===== src/rtl/firebird7_in_gate1_tessent_data_mux_pkg.sv =====
// Shared types, mode constants and scan-segment packing helper for the gate1
// data-override TDR.
package firebird7_in_gate1_tessent_data_mux_pkg;

  localparam int unsigned DEFAULT_WIDTH = 3;

  localparam int unsigned TIMED_OFF = 0;
  localparam int unsigned TIMED_ON  = 1;

  // One scan segment as it appears on the chain: select bit above the data bits.
  typedef struct packed {
    logic                     sel;
    logic [DEFAULT_WIDTH-1:0] data;
  } chan_seg_t;

  function automatic int unsigned seg_lsb(input int unsigned c, input int unsigned width);
    return c * (width + 1);
  endfunction

endpackage


===== src/rtl/firebird7_in_gate1_tessent_data_mux_chan.sv =====
// Per-channel override mux: shadow data replaces functional data while the
// channel's shadow select is set.
module firebird7_in_gate1_tessent_data_mux_chan #(
  parameter int unsigned WIDTH = 3
) (
  input  logic             sel,
  input  logic [WIDTH-1:0] override_data,
  input  logic [WIDTH-1:0] func_data,
  output logic [WIDTH-1:0] data_out
);

  assign data_out = sel ? override_data : func_data;

endmodule


===== src/rtl/firebird7_in_gate1_tessent_data_mux_tdr.sv =====
// IJTAG data-override TDR: capture/shift/update scan register feeding per-channel
// shadow selects and data, with an optional auto-release pulse timer.
module firebird7_in_gate1_tessent_data_mux_tdr
  import firebird7_in_gate1_tessent_data_mux_pkg::*;
#(
  parameter int unsigned WIDTH        = 3,
  parameter int unsigned CHANNELS     = 4,
  parameter int unsigned TIMED_MODE   = TIMED_OFF,
  parameter int unsigned PULSE_CYCLES = 16
) (
  input  logic                      ijtag_tck,
  input  logic                      ijtag_reset,
  input  logic                      ijtag_sel,
  input  logic                      ijtag_ce,
  input  logic                      ijtag_se,
  input  logic                      ijtag_ue,
  input  logic                      ijtag_si,
  output logic                      ijtag_so,
  input  logic [CHANNELS*WIDTH-1:0] functional_data_in,
  output logic [CHANNELS*WIDTH-1:0] data_out,
  output logic [CHANNELS-1:0]       override_active
);

  localparam int unsigned SEG_W    = WIDTH + 1;
  localparam int unsigned SCAN_LEN = CHANNELS * SEG_W;

  if (PULSE_CYCLES < 1) begin : g_bad_pulse
    $error("PULSE_CYCLES must be at least 1");
  end

  logic [SCAN_LEN-1:0]       shift_q, shift_d;
  logic [CHANNELS-1:0]       sel_q, sel_d, scan_sel;
  logic [CHANNELS*WIDTH-1:0] data_q, data_d, scan_data;
  logic                      capture_en, shift_en, update_en, pulse_expire;

  assign capture_en = ijtag_sel & ijtag_ce;
  assign shift_en   = ijtag_sel & ijtag_se & ~ijtag_ce;
  assign update_en  = ijtag_sel & ijtag_ue;

  always_comb begin
    scan_sel  = '0;
    scan_data = '0;
    for (int unsigned c = 0; c < CHANNELS; c++) begin
      scan_sel[c]                  = shift_q[seg_lsb(c, WIDTH) + WIDTH];
      scan_data[c*WIDTH +: WIDTH]  = shift_q[seg_lsb(c, WIDTH) +: WIDTH];
    end
  end

  // Update samples the pre-edge scan register, so it is independent of a same-edge capture/shift.
  always_comb begin
    shift_d = shift_q;
    sel_d   = sel_q;
    data_d  = data_q;
    if (capture_en) begin
      for (int unsigned c = 0; c < CHANNELS; c++) begin
        shift_d[seg_lsb(c, WIDTH) +: SEG_W] = {sel_q[c], functional_data_in[c*WIDTH +: WIDTH]};
      end
    end else if (shift_en) begin
      shift_d = {ijtag_si, shift_q[SCAN_LEN-1:1]};
    end
    if (update_en) begin
      sel_d  = scan_sel;
      data_d = scan_data;
    end else if (pulse_expire) begin
      sel_d = '0;
    end
  end

  always_ff @(posedge ijtag_tck or posedge ijtag_reset) begin
    if (ijtag_reset) begin
      shift_q <= '0;
      sel_q   <= '0;
      data_q  <= '0;
    end else begin
      shift_q <= shift_d;
      sel_q   <= sel_d;
      data_q  <= data_d;
    end
  end

  if (TIMED_MODE == TIMED_ON) begin : g_timer
    localparam int unsigned CNT_W = $clog2(PULSE_CYCLES + 1);

    logic [CNT_W-1:0] cnt_q, cnt_d;

    // cnt==0 is idle; a reload on update takes precedence over the expiry edge.
    always_comb begin
      cnt_d = cnt_q;
      if (update_en) begin
        cnt_d = (|scan_sel) ? CNT_W'(PULSE_CYCLES) : '0;
      end else if (cnt_q != '0) begin
        cnt_d = cnt_q - CNT_W'(1);
      end
    end

    always_ff @(posedge ijtag_tck or posedge ijtag_reset) begin
      if (ijtag_reset) begin
        cnt_q <= '0;
      end else begin
        cnt_q <= cnt_d;
      end
    end

    assign pulse_expire = (cnt_q == CNT_W'(1));
  end else begin : g_no_timer
    assign pulse_expire = 1'b0;
  end

  for (genvar c = 0; c < CHANNELS; c++) begin : g_chan
    firebird7_in_gate1_tessent_data_mux_chan #(
      .WIDTH(WIDTH)
    ) u_chan (
      .sel          (sel_q[c]),
      .override_data(data_q[c*WIDTH +: WIDTH]),
      .func_data    (functional_data_in[c*WIDTH +: WIDTH]),
      .data_out     (data_out[c*WIDTH +: WIDTH])
    );
  end

  assign ijtag_so        = shift_q[0];
  assign override_active = sel_q;

endmodule


===== config.mk =====
export PLATFORM = sky130hd
export DESIGN_NAME = firebird7_in_gate1_tessent_data_mux_tdr
export DESIGN_NICKNAME = d
export VERILOG_FILES = /design/src/rtl/firebird7_in_gate1_tessent_data_mux_pkg.sv /design/src/rtl/firebird7_in_gate1_tessent_data_mux_chan.sv /design/src/rtl/firebird7_in_gate1_tessent_data_mux_tdr.sv
export SDC_FILE = /design/constraint.sdc
export NUM_CORES = 1
export LEC_CHECK = 0
export BUFFER_PORTS_ARGS = -buffer_cell sky130_fd_sc_hd__buf_2
export CORE_UTILIZATION = 59
export CTS_BUF_LIST = sky130_fd_sc_hd__clkbuf_8
export DETAILED_ROUTE_END_ITERATION = 10
export GPL_TIMING_DRIVEN = 0
export PLACE_DENSITY = 0.87
export SLEW_MARGIN = 20
export SYNTH_ARGS = -nofsm -noshare
export SYNTH_HDL_FRONTEND = slang
export SYNTH_SLANG_ARGS = --single-unit

===== constraint.sdc =====
create_clock -name ijtag_tck -period 2.2 [get_ports ijtag_tck]
set_input_delay 0.11 -clock ijtag_tck [delete_from_list [all_inputs] [get_ports ijtag_tck]]
set_output_delay 0.11 -clock ijtag_tck [all_outputs]
set_load 0.01 [all_outputs]

; Yosys cells after proc, flatten, opt, wreduce, memory -nomap -nowiden
; Cells that the tools add are included.
[word_totals]
out_inout_bits = 17
wordCells = 15
in_bits = 19
register_bits = 32
[op_classes]
n_reduce_logical = 1
n_bitwise = 5
n_mux = 6
[ops]
columns = cell, n
row1 = 2-to-1 mux 16 bit, 2
row2 = 2-to-1 mux 3 bit, 4
row3 = AND 1 bit, 4
row4 = nonzero test 2 bit, 1
row5 = inverter 1 bit, 1

; Longest topological paths before layout
; Gate-level depths: netlist of run 1.
[logic_depth]
word_depth = 4
mapped_depth = 5
depth_no_buf = 3

; Hierarchy
; Synthesis of run 1 repeated with hierarchy kept, for this count alone.
[hier_totals]
hier_cells = 122
area_unflattened_um2 = 1466.4
[by_module_without_submodules]
columns = mod, cells_per_inst, seq_area_each_um2, area_per_inst_um2, instances
row1 = firebird7_in_gate1_tessent_data_mux_tdr, 110, 800.8, 1331.3, 1
row2 = firebird7_in_gate1_tessent_data_mux_chan, 3, 0.0, 33.8, 4

; Worst setup path before layout of run 1
; Ideal clock, no wire load.
[synth_timing]
path_kind = flip-flop to output port
start = register sel_q[3], in the netlist override_active[3]
end = output port data_out[10]
required_ns = 2.090
path_slack_ns = 1.320
path_buffers = 0
path_stages_with_launch = 2
arrival_ns = 0.770
path_cell_list = dfrtp_1 > mux2_2
[synth_via]
elab_chain_len = 1
[synth_lines]
columns = element, line_no
row1 = "start, declared", firebird7_in_gate1_tessent_data_mux_tdr.sv:32  ; logic [CHANNELS-1:0] sel_q, sel_d, scan_sel;
row2 = "start signal, assigned", firebird7_in_gate1_tessent_data_mux_tdr.sv:76  ; sel_q <= sel_d;
row3 = 2-to-1 mux 3 bit, firebird7_in_gate1_tessent_data_mux_chan.sv:12  ; assign data_out = sel ? override_data : func_data;
row4 = "end, declared", firebird7_in_gate1_tessent_data_mux_tdr.sv:20  ; output logic [CHANNELS*WIDTH-1:0] data_out,
; Every way passes these cells.

; Worst setup path in the final report of run 1
[layout_timing]
start = register sel_q[3], in the netlist override_active[3]
end = output port data_out[9]
; The elaborated chain is that of the path after synthesis.

==> reports/qor.csv, run 1 <==
metric,value,unit
crit_required,2.09,ns
area_growth,21.15,%
grtUsageMet2,0.4747,
cts_max_level,2,
tightest_slew,0.6421,ns
grt_busiest_layer,met2,
first_global_vias,1134,
holdWs,0.1205,ns
first_iter_violations,18,
period_needed,1.387,ns
cap_violations,0,
synth_nets,145,
initial_utilization,0.6514,
relSlewSlack,0.5713,
drcViolationCount,0,
cts_setup_buffers,0,
drive_gt1_frac,0.4911,
yosysTopAreaCellShare,0.5351,
ys_types,15,
cp.arrival,1.28,ns
power.leakage,0.7789,nW
post-route-period-util,0.6304,
drt_first_pass_iters,6,
cts_tree,yes,
die_y,52.36,um
syn_avg_cell_area,11.88,um^2
die_w,52.36,um
max_freq,721.0,MHz
fin_ws,0.8131,ns
std_cell_rows,17,
rrSetupSlack,1.29,ns
coreArea,2297,um^2
cts.path.max_buffers,2,
synth_most_common_cell,dfrtp_1,
synth_edf_count,0,
vias,1160,
final_antenna_net_count,0,
crit_type,reg -> out,
outcome,finished clean,
ys_seq_area_frac,0.5351,
portBuffers,35,
path_cells,mux2_2 > buf_2,
wl,3.276,mm
synth_area_leaders,"dfrtp_1 54%, mux2_2 21%, o22ai_1 7.1%",
nets,188,
root_buffer,clkbuf_8,
startpoint,override_active[3],
die_area,2742,um^2
overflow,0,
grt_antenna_before_repair,0,
finalSetupViolCount,0,
place_congestion,0.7957,
vias_per_cell,5.888,
insertion_delay,0.29,ns
placed_cells,189,
numCtsBuffers,5,
clock_skew,0.005434,ns
synth_area_leader_cell,dfrtp_1,
slew_violations,0,
synthesis.area,1496,um^2
diodes,0,
peakVddDrop,0.0008287,V
hp-class,in -> reg,
ys_ff_latch,32,
r2r-end,shift_q[13],
hold_viol_final,0,
grt_max_degree,33,
yosysWarnings,0,
ctsHoldBuffers,1,
placedInstanceArea,1707,um^2
setup_tns,0,ns
hold-path-endpoint,shift_q[13],
endpoint_kind,output pin,
powerDensity,998.0,nW/um^2
synth_ff_type,dfrtp_1,
synth-async-reset-ratio,1.000,
worstHoldStart,functional_data_in[10],
dp_hpwl,2.211,mm
cp_max_fo,6,
layout.cells.non_filler,197,
place_worst_setup_slack,1.138,ns
cp_slowest_cell,dfrtp_1,
hold_depth,3,
cts_resized,0,
clk_pin_slew,0.06,ns
use_met1,0.3089,
wl_per_cell,16.63,um
r2r_cells,2,
r2r_start,shift_q[14],
slowest_delay,0.48,ns
synth_common_cells,"32 x dfrtp_1, 28 x mux2_2, 17 x o22ai_1",
grt_pass1_wl,5.181,mm
rsz0062_at_grt,no,
grt_util_met3,0.1043,
netlist_instances,126,
ios,36,
cts_sinks,32,
start_kind,flip-flop,
grt_use_total,0.2813,
fin_area,1813,um^2
critical path: cells and delay by family (launching register included):
family	cells	cell delay (ns)
multiplexers	1	0.37
buffers and inverters	1	0.14
flip-flops	1	0.48
worst max path at each step:
stage / slack, ns / cells past startpoint / endpoint
after floorplan: 1.32 / 1 / data_out[10]
after global placement: 1.02 / 2 / data_q[6]
after detailed placement: 1.14 / 4 / data_q[5]
after CTS: 0.80 / 2 / data_out[9]
after global routing: 0.77 / 2 / data_out[9]
final: 0.81 / 2 / data_out[9]
cell type report:
class                   count  area (um^2)
flip-flops and latches     32        800.8
clock buffers               7        96.34
repair buffers             36        185.2
well taps                  28        35.03
multi-input cells          82        605.6
fillers                   149        484.2
inverters                   2        7.507
plain buffers              10        82.58
through the flow:
| step | util | total power, mW |
|---|---|---|
| detailed placement | 0.7429 | 1.327 |
| floorplan | - | 1.148 |
| global placement | 0.7429 | 1.297 |
| finish | 0.7892 | 1.809 |
| global route | 0.7892 | 1.905 |
| CTS | 0.7892 | 1.826 |
state kept, by name, summed over array words and instances (netlist names):
signal           cells
shift_q             16
data_q              12
override_active      4
cells by family after synthesis:
family	share of synthesized area
compound gates	0.1313
simple gates	0.06271
mux	0.2107
buf+inv	0.06020
flops	0.5351
power by group:
| part | switching [mW] | internal (mW) |
|---|---|---|
| clock network | 0.203 | 0.278 |
| registers | 0.116 | 0.712 |
| logic | 0.211 | 0.289 |
per-layer routing:
layer / vias to the layer above / routed length, um
li1: 544 / -
met1: 569 / 1386
met2: 39 / 1680
met3: 8 / 150
met4: 0 / 59
met5: - / 0
cells in the final DEF, fill, tap and decap left out:
master and count:
buf_4 6, mux2_2 28, nand2_1 2, o22ai_1 17, buf_2 35, dfrtp_1 32
nor4bb_1 1, nand2_2 1, dlygate4sd3_1 1, clkbuf_1 1, inv_1 1, clkbuf_8 7
nor3_1 1, nor2_1 15, a21oi_1 15, nand2b_2 1, o21a_4 1, buf_6 3
inv_2 1
(Power assumes the default switching activity.)
==> run 2, diff against run 1 <==
--- a/config.mk
+++ b/config.mk
@@ -5,12 +5,13 @@
 export SDC_FILE = /design/constraint.sdc
 export NUM_CORES = 1
 export LEC_CHECK = 0
+export ABC_AREA = 1
 export BUFFER_PORTS_ARGS = -buffer_cell sky130_fd_sc_hd__buf_2
-export CORE_UTILIZATION = 59
+export CORE_UTILIZATION = 56
 export CTS_BUF_LIST = sky130_fd_sc_hd__clkbuf_8
 export DETAILED_ROUTE_END_ITERATION = 10
 export GPL_TIMING_DRIVEN = 0
-export PLACE_DENSITY = 0.87
+export PLACE_DENSITY = 0.82
 export SLEW_MARGIN = 20
 export SYNTH_ARGS = -nofsm -noshare
 export SYNTH_HDL_FRONTEND = slang
==> constraint.sdc (replaced) <==
create_clock -name ijtag_tck -period 1.3 [get_ports ijtag_tck]
set_input_delay 0.065 -clock ijtag_tck [delete_from_list [all_inputs] [get_ports ijtag_tck]]
set_output_delay 0.065 -clock ijtag_tck [all_outputs]
set_load 0.01 [all_outputs]
==> run 2 against run 1 <==
Net effect:
- the run now ends with DRC left
- count of clock-buffer cells in the layout decreased by 2
- register-to-register slack got worse by 0.84 ns
- sequential share of layout area shrank 4.6 points
- critical path depth unchanged
- total power up 64%
- sequential cell count unchanged
- combinational power is 33% higher
- critical endpoint is now data_out[1]
- area after synthesis increased by 14%
- routed wire length rose by 21%
- final area increased by 12%
- clock skew shrank 0.0018 ns
- clock power is 93% higher
==> reports/qor.csv, run 2 <==
metric,value,unit,change
path_cells,o21ai_0 > buf_2,,
wl,3.958,mm,+21%
vias,1595,,+38%
hold_viol_final,0,,unchanged
overflow,0,,unchanged
die_area,3263,um^2,+19%
ios,36,,unchanged
most-common-layout-cells,"101 x nand2_1, 44 x nand3_1, 39 x buf_2",,
cp_slowest_cell,dfrtp_1,,
synth_area_leader_cell,dfrtp_1,,
nets,290,,+54%
power.leakage,1.190,nW,+53%
grtUsageMet2,0.3765,,-0.09821
synth_edf_count,0,,unchanged
std_cell_rows,19,,+2
crit_required,1.24,ns,-0.85 ns
synth_area_leaders,"dfrtp_1 47%, nand2_1 22%, nand3_1 13%",,
vias_per_cell,5.264,,-11%
cts_sinks,32,,unchanged
root_buffer,clkbuf_8,,
setup_tns,0,ns,unchanged
insertion_delay,0.29,ns,about the same
cts_max_level,2,,unchanged
grt_antenna_before_repair,0,,unchanged
slew_violations,0,,unchanged
cts.path.max_buffers,2,,unchanged
hold_depth,3,,unchanged
synth_nets,249,,+72%
area_growth,18.90,%,
p_clk_frac,0.314,,+0.048
place_congestion,0.8425,,+5.9%
hp-class,in -> reg,,
syn_avg_cell_area,7.398,um^2,-38%
switching_share,0.3110,,+0.01788
wl_per_cell,13.06,um,-21%
yosysTopAreaCellShare,0.4706,,-0.06453
placedInstanceArea,1906,um^2,+12%
diodes,0,,unchanged
pwr-share-comb,0.225,,-0.051
period_needed,1.235,ns,
dp_hpwl,2.754,mm,+25%
numCtsBuffers,5,,unchanged
grt_use_total,0.2630,,-0.01824
seqPwrFrac,0.461,,+0.003
synth_most_common_cell,nand2_1,,
ys_types,10,,-5
endpoint_kind,output pin,,
clock_skew,0.003636,ns,-0.001797 ns
largest_reg_flops,16,,unchanged
ys_seq_area_frac,0.4706,,-0.06453
synth_ff_type,dfrtp_1,,
holdWs,0.05811,ns,-0.06241 ns
yosysWarnings,0,,unchanged
final_common_cell,nand2_1,,
synth_common_cells,"101 x nand2_1, 44 x nand3_1, 32 x dfrtp_1",,
initial_utilization,0.6015,,-0.04991
outcome,finished with violations,,
coreArea,2829,um^2,+23%
start_kind,flip-flop,,
crit_type,reg -> out,,
tightest_slew,0.6609,ns,+0.01879 ns
violations,DRC,,
grt_max_degree,33,,unchanged
drcViolationCount,2,,+2
cts_tree,yes,,
rsz0062_at_grt,no,,
slowest_delay,0.47,ns,about the same
relSlewSlack,0.5587,,-0.01255
netlist_instances,230,,+83%
grt_busiest_layer,met2,,
portBuffers,33,,-5.7%
powerDensity,1465,nW/um^2,+47%
drive_gt1_frac,0.2206,,-0.2705
fin_area,2023,um^2,+12%
top_register,shift_q,,
finalSetupViolCount,0,,unchanged
clk_pin_slew,0.06,ns,about the same
die_y,57.13,um,+9.1%
max_freq,810.0,MHz,
first_global_vias,1290,,+14%
die_w,57.13,um,+9.1%
first_iter_violations,91,,+73
cp_max_fo,9,,+3
grt_util_met3,0.09524,,-0.009110
peakVddDrop,0.001458,V,+76%
use_met1,0.3748,,+0.06593
final_antenna_net_count,0,,unchanged
p_int,2.042,mW,+60%
cap_violations,0,,unchanged
ys_ff_latch,32,,unchanged
synthesis.area,1702,um^2,+14%
drt_first_pass_iters,7,,+1
synth-async-reset-ratio,1.000,,unchanged
post-route-period-util,0.9497,,
grt_pass1_wl,6.313,mm,+22%
r2r_cells,4,,+2
cp.arrival,1.17,ns,-0.11 ns
fin_total_pwr,2.964,mW,+64%
p_sw,0.9217,mW,+74%
## run 2: layout make-up
type	instances	area [um^2]
plain buffers	17	123.9
repair buffers	34	175.2
well taps	31	38.79
multi-input cells	164	713.2
clock inverters	3	38.79
flip-flops and latches	32	800.8
inverters	17	63.81
clock buffers	5	68.82
fillers	230	805.8
## run 2: path summary, 6_finish.rpt
path	from	slack (ns)	end
hold reg to reg	data_q[6]	0.47	data_q[6]
setup / recovery	override_active[0]	0.07	data_out[1]
hold / removal	ijtag_ue	0.06	data_q[0]
max in group asynchronous	ijtag_reset	0.46	data_q[4]
setup reg to reg	override_active[2]	0.45	shift_q[11]
min in group asynchronous	ijtag_reset	0.41	data_q[11]
## run 2: repair_timing
item                       CTS  global route
hold endpoints to repair    32             0
gates resized for setup      0             0
setup endpoints to repair    0             0
hold buffers                 1             0
buffers inserted             0             0
## run 2: kinds of logic (layout without fill, tap and decap cells)
| family | after synthesis | count (layout) | synth area share |
|---|---|---|---|
| AO/OA/AOI/OAI | 16 | 16 | 0.04706 |
| buffers and inverters | 34 | 76 | 0.1103 |
| flip-flops | 32 | 32 | 0.4706 |
| AND/OR/NAND/NOR | 148 | 148 | 0.3721 |
## run 2: metal layers
| metal | routed length (um) | part of all wire |
|---|---|---|
| met1 | 1798 | 0.45 |
| met2 | 1806 | 0.46 |
| met3 | 311 | 0.079 |
| met4 | 42 | 0.011 |
| met5 | 0 | 0 |
## run 2: metrics by stage
| stage | util | setup WS (ns) | instances |
|---|---|---|---|
| after detailed placement | 0.6736 | 0.3940 | 294 |
| after global routing | 0.7152 | 0.03887 | 303 |
| after global placement | 0.6736 | 0.08573 | 294 |
| final | 0.7152 | 0.06543 | 303 |
| after floorplan | - | 0.5004 | 230 |
| after CTS | 0.7152 | 0.07704 | 303 |
## run 2: critical path: cells and delay by family, from the launching register on
| kind | cells | cell delay [ns] |
|---|---|---|
| flip-flops | 1 | 0.47 |
| buffers and inverters | 1 | 0.17 |
| AO/OA/AOI/OAI | 1 | 0.24 |
## run 2: power by group through the flow
| stage | Clock (mW) | Combinational [mW] | Sequential [mW] |
|---|---|---|---|
| 2_1_floorplan | 0 | 0.467 | 1.33 |
| 3_3_place_gp | 0 | 0.646 | 1.37 |
| 3_5_place_dp | 0 | 0.663 | 1.38 |
| 4_1_cts | 0.949 | 0.669 | 1.36 |
| 5_1_grt | 0.990 | 0.749 | 1.40 |
| 6_report | 0.930 | 0.667 | 1.37 |
